==> src/rtl/seven_seg_pkg.sv <==
// Shared types, constants and the hex-to-segment table for the
// four-digit active-low seven-segment scanner.
package seven_seg_pkg;

    typedef logic [0:6] seg_t;

    localparam seg_t       SEG_BLANK = 7'b1111111;
    localparam logic [0:3] ANODE_OFF = 4'b1111;

    // Each digit slot opens with an all-off interval, then drives its digit.
    typedef enum logic {
        PH_BLANK = 1'b0,
        PH_DRIVE = 1'b1
    } phase_t;

    function automatic seg_t hex_to_seg(input logic [3:0] nibble);
        seg_t seg;
        case (nibble)
            4'h0: seg = 7'b0000001;
            4'h1: seg = 7'b1001111;
            4'h2: seg = 7'b0010010;
            4'h3: seg = 7'b0000110;
            4'h4: seg = 7'b1001100;
            4'h5: seg = 7'b0100100;
            4'h6: seg = 7'b0100000;
            4'h7: seg = 7'b0001111;
            4'h8: seg = 7'b0000000;
            4'h9: seg = 7'b0000100;
            4'hA: seg = 7'b0001000;
            4'hB: seg = 7'b1100000;
            4'hC: seg = 7'b0110001;
            4'hD: seg = 7'b1000010;
            4'hE: seg = 7'b0110000;
            default: seg = 7'b0111000;
        endcase
        return seg;
    endfunction

endpackage

==> src/rtl/seven_seg_decoder.sv <==
// Combinational nibble to active-low a..g pattern, with a blank override
// used for leading-zero suppression.
module seven_seg_decoder
    import seven_seg_pkg::*;
(
    input  logic [3:0] i_nibble,
    input  logic       i_blank,
    output logic [0:6] o_segment
);

    always_comb begin
        o_segment = hex_to_seg(i_nibble);
        if (i_blank) begin
            o_segment = SEG_BLANK;
        end
    end

endmodule

==> src/rtl/seven_seg_scanner.sv <==
// Time-multiplexes a 16-bit hex snapshot onto four common-anode digits;
// new values are applied only at frame boundaries so the display never tears.
module seven_seg_scanner
    import seven_seg_pkg::*;
#(
    parameter int REFRESH_DIV   = 100000,
    parameter int BLANK_CYCLES  = 1000,
    parameter int BLANK_LEADING = 1
) (
    input  logic        clk,
    input  logic        i_reset,
    input  logic [0:15] i_value,
    input  logic        i_load,
    input  logic [0:3]  i_dot,
    output logic [0:6]  o_segment_enable,
    output logic [0:3]  o_display_enable,
    output logic        o_dot_enable,
    output logic        o_frame_tick
);

    localparam int CNT_W = (REFRESH_DIV > 1) ? $clog2(REFRESH_DIV) : 1;
    localparam logic [CNT_W-1:0] CNT_LAST  = CNT_W'(REFRESH_DIV - 1);
    localparam logic [CNT_W-1:0] BLANK_END = CNT_W'(BLANK_CYCLES);

    logic [CNT_W-1:0] cnt_q, cnt_d;
    logic [1:0]       idx_q, idx_d;
    logic [0:15]      displayed_q, displayed_d;
    logic [0:15]      pending_q, pending_d;
    logic             pending_valid_q, pending_valid_d;
    logic [0:6]       seg_q, seg_d;
    logic [0:3]       anode_q, anode_d;
    logic             dot_q, dot_d;
    logic             tick_q, tick_d;

    logic       slot_last;
    logic       frame_end;
    phase_t     phase;
    logic [3:0] cur_nibble;
    logic [3:0] nib_zero;
    logic [3:0] lead_zero;
    logic       blank_digit;
    logic [0:6] dec_seg;

    always_comb begin
        slot_last = (cnt_q == CNT_LAST);
        frame_end = slot_last && (idx_q == 2'd3);
        cnt_d     = slot_last ? '0 : cnt_q + CNT_W'(1);
        idx_d     = slot_last ? idx_q + 2'd1 : idx_q;
    end

    // A load on the boundary cycle is the newest value, so it bypasses pending.
    always_comb begin
        pending_d       = pending_q;
        pending_valid_d = pending_valid_q;
        displayed_d     = displayed_q;
        if (frame_end) begin
            if (i_load) begin
                displayed_d = i_value;
            end else if (pending_valid_q) begin
                displayed_d = pending_q;
            end
            pending_valid_d = 1'b0;
        end else if (i_load) begin
            pending_d       = i_value;
            pending_valid_d = 1'b1;
        end
    end

    always_comb begin
        cur_nibble = displayed_q[{idx_q, 2'b00} +: 4];
        for (int k = 0; k < 4; k++) begin
            nib_zero[k] = (displayed_q[k*4 +: 4] == 4'h0);
        end
        // Digit 3 always shows, so a value of zero reads as a single 0.
        lead_zero[0] = nib_zero[0];
        lead_zero[1] = nib_zero[0] & nib_zero[1];
        lead_zero[2] = nib_zero[0] & nib_zero[1] & nib_zero[2];
        lead_zero[3] = 1'b0;
        blank_digit  = (BLANK_LEADING != 0) && lead_zero[idx_q];
    end

    seven_seg_decoder u_decoder (
        .i_nibble  (cur_nibble),
        .i_blank   (blank_digit),
        .o_segment (dec_seg)
    );

    always_comb begin
        phase   = (cnt_q < BLANK_END) ? PH_BLANK : PH_DRIVE;
        seg_d   = SEG_BLANK;
        anode_d = ANODE_OFF;
        dot_d   = 1'b1;
        tick_d  = frame_end;
        if (phase == PH_DRIVE) begin
            anode_d[idx_q] = 1'b0;
            seg_d          = dec_seg;
            dot_d          = ~i_dot[idx_q];
        end
    end

    always_ff @(posedge clk or posedge i_reset) begin
        if (i_reset) begin
            cnt_q           <= '0;
            idx_q           <= 2'd0;
            displayed_q     <= '0;
            pending_q       <= '0;
            pending_valid_q <= 1'b0;
            seg_q           <= SEG_BLANK;
            anode_q         <= ANODE_OFF;
            dot_q           <= 1'b1;
            tick_q          <= 1'b0;
        end else begin
            cnt_q           <= cnt_d;
            idx_q           <= idx_d;
            displayed_q     <= displayed_d;
            pending_q       <= pending_d;
            pending_valid_q <= pending_valid_d;
            seg_q           <= seg_d;
            anode_q         <= anode_d;
            dot_q           <= dot_d;
            tick_q          <= tick_d;
        end
    end

    assign o_segment_enable = seg_q;
    assign o_display_enable = anode_q;
    assign o_dot_enable     = dot_q;
    assign o_frame_tick     = tick_q;

endmodule

==> config.mk <==
export PLATFORM = sky130hd
export DESIGN_NAME = seven_seg_scanner
export DESIGN_NICKNAME = d
export VERILOG_FILES = /design/src/rtl/seven_seg_pkg.sv /design/src/rtl/seven_seg_decoder.sv /design/src/rtl/seven_seg_scanner.sv
export SDC_FILE = /design/constraint.sdc
export NUM_CORES = 1
export LEC_CHECK = 0
export BUFFER_PORTS_ARGS = -buffer_cell sky130_fd_sc_hd__buf_2
export CORE_AREA = 4 4 139 108
export CTS_BUF_LIST = sky130_fd_sc_hd__clkbuf_4 sky130_fd_sc_hd__clkbuf_8
export CTS_CLUSTER_DIAMETER = 100
export DETAILED_ROUTE_END_ITERATION = 8
export DIE_AREA = 0 0 143 112
export PLACE_DENSITY = 0.49
export REMOVE_ABC_BUFFERS = 1
export SLEW_MARGIN = 40
export SYNTH_ARGS = -nofsm -noshare
export SYNTH_HDL_FRONTEND = slang
export SYNTH_SLANG_ARGS = --single-unit
==> constraint.sdc <==
create_clock -name clk -period 5.5 [get_ports clk]
set_clock_uncertainty 0.15 [all_clocks]
set_input_delay 0.825 -clock clk [delete_from_list [all_inputs] [get_ports clk]]
set_output_delay 0.825 -clock clk [all_outputs]
set_load 0.01 [all_outputs]
==> results.md <==
- GRT met2 Usage: 13.6%
- FMAX: 0.376 GHz
- Hpwl dp: 5490 um
- Resize count post-CTS: 0
- Most used routing layer: met1
- Slew @ Worst Pin: 0.739 ns
- Root Driver: clkbuf_8
- Final Setup Violations: 0
- Cell Rows: 37
- GPL Wtd Cong: 0.770
- Max-cap viol count: 0
- Top cells by area, synth: dfrtp_1 39%, dfstp_2 9.4%, nor2_1 7.4%
- Setup crit end kind: flip-flop
- Vias in the first global route: 2416
- Non-Filler Instances: 540
- Period minus WS final: 2.66 ns
- HP Class: reg -> reg
- H-Tree Depth: 3
- Critical path arrival: 2.75 ns
- Tcrit/Tclk final: 48.4%
- Inst Count DP: 524
- Dominant cell type by area after synthesis: dfrtp_1
- Global-route wire length before repair: 12800 um
- Max-slew violation count: 0
- Unrepaired setup endpoints after global routing: no
- Setup TNS: 0 ns
- Initial core utilization: 24.8%
- Nets: 394
- Mean Syn Cell Area: 10.2 um2
- Top cell type's share of synthesized area: 39.5%
- Clock transition at the registers of the reported paths: 0.07 ns
- Crit-path max FO: 18
- Sequential element share of the synthesized area: 48.8%
- Peak supply drop: 118 uV
- Global Route met3 Usage: 3.65%
- Post-route ant nets: 0
- Layout cells sized above 1: 24.9%
- Worst skew pair latency: 0.35 ns
- Chip Height: 112 um
- TritonCTS buffer count: 9
- GR Util All Layers: 10.2%
- Core area: 13600 um2
- Slew HR: 50.2%
- Static leakage: 1.70 nW
- Full die area: 16000 um2
- Syn-to-layout area delta: 15.7%
- Outcome: complete, no violations
- Cell variety after synth: 41
- GRT overflow: 0
- DRT Pass-1 Iters: 4
- Register area: 1640 um2
- Power per Cell Area: 260 nW/um2
- YS warnings: 0
- Critical path class: reg -> reg
- Cts hold-fix bufs: 0
- Footprint of the multi-input gates: 1570 um2
- Detailed Route Iter0 Violations: 123
- CTS tree: built
- WL per Instance: 14.3 um
- Initial antenna violation count: 0
- Synth Cell Area: 3360 um2
- Routed Wire Length: 7740 um
- GR Util met1: 15.5%
- Die X: 143 um
- Vias per cell: 4.59
- Fillers: 1437
- Clock sink count: 65
- PortBufs: 35
- N_diodes: 0
- Synthesized flop and latch total: 65
- Postcts setup bufs: 0
- Worst setup SP type: flip-flop
- Maximum number of pins on one net before global-route repair: 38
- Maximum root-to-sink buffer count: 2
- Hold Fails Final Rpt: 0
- Req. time, crit path: 5.59 ns
- Ports: 36
- Detailed-route DRC error count: 0
- Post-synthesis cell count: 328
- DR vias: 2480
[final timing paths]
kind                                    startpoint                           to  slack (ns)  cells after the start
worst min-delay path            cnt_q[0]$_DFF_PP0_           cnt_q[0]$_DFF_PP0_        0.30                      1
max in group asynchronous                  i_reset  displayed_q[15]$_DFFE_PP0P_        4.22                      4
min in group asynchronous                  i_reset       o_frame_tick$_DFF_PP0_        0.44                      3
worst max register to register  cnt_q[0]$_DFF_PP0_     pending_q[7]$_DFFE_PP0P_        2.84                      6
worst min register to register  cnt_q[0]$_DFF_PP0_           cnt_q[0]$_DFF_PP0_        0.30                      1
worst max-delay path            cnt_q[0]$_DFF_PP0_     pending_q[7]$_DFFE_PP0P_        2.84                      6
[critical path, stage by stage, from the launching register on]
cell and delay, ns:
dfrtp_1 0.36, ha_1 0.22, and4_1 0.30, and4_1 0.67
and2_4 0.39, nor2_8 0.12, mux2_4 0.33
[report_power, final]
part	switching, mW	internal, mW
Combinational	0.0377	0.0388
Sequential	0.0171	0.499
Clock	0.181	0.236
Total	0.236	0.773
[stage by stage]
stage                     setup slack, ns  hold slack [ns]  util (%)  power (mW)  instance area, um2
after floorplan                      2.92            0.275         -       0.570                3270
after global placement               2.89            0.291      27.0       0.598                3670
after detailed placement             2.83            0.293      27.2       0.602                3690
after CTS                            2.83            0.304      28.7        1.03                3890
after global routing                 2.58            0.344      28.7        1.06                3890
final                                2.84            0.301      28.7        1.01                3890
[logic make-up after synthesis]
family	after synthesis	synth area share, %
AND/OR/NAND/NOR	138	20.1
XOR/XNOR	15	3.91
flip-flops	65	48.8
multiplexers	23	10.4
buffers and inverters	30	4.39
adder cells (fa/ha/maj)	11	4.10
AO/OA/AOI/OAI	46	8.19
[placed cells by master, fill, tap and decap left out, types with 10 or more instances in the layout]
cell type / count
buf_2: 35
o21ai_0: 12
dfstp_2: 12
nor2_1: 66
nand2_1: 22
nor3_1: 13
mux2_4: 10
inv_1: 13
a21oi_1: 20
dfrtp_1: 53
ha_1: 11
clkbuf_8: 10
[per-layer routing]
metal	up-vias	part of all wire, %	wire length [um]
met5	-	0	0
met4	0	1.2	91
met3	12	5.8	450
met2	59	40	3110
met1	1218	53	4080
li1	1191	-	-
[sequential cells by signal, indices dropped and copies added, names as in the netlist]
name and flops:
cnt_q 17, displayed_q 16, pending_q 16, o_segment_enable 7, o_display_enable 4, idx_q 2
o_dot_enable 1, o_frame_tick 1, pending_valid_q 1
[area by class of cell]
class | instances | share of cell area (%)
well taps | 175 | 5.63
inverters | 14 | 1.35
clock buffers | 13 | 4.12
repair buffers | 37 | 5.21
clock inverters | 3 | 1.03
multi-input cells | 233 | 40.4
flip-flops and latches | 65 | 42.2
[cell usage after synthesis (all sizes together)]
cell type,number
a211oi,1
a21oi,20
a31oi,1
a41oi,2
and2,3
and3,3
and4,4
and4b,1
buf,6
clkbuf,10
dfrtp,53
dfstp,12
ha,11
inv,14
mux2,16
mux2i,2
mux4,5
nand2,22
nand2b,2
nand3,6
nand3b,1
nand4,4
nor2,67
nor2b,1
nor3,13
nor3b,4
nor4,5
nor4bb,1
o211ai,1
o21a,2
o21ai,12
o22a,7
or3b,1
xnor2,9
xor2,6
Power figures use the tool's default switching activity.
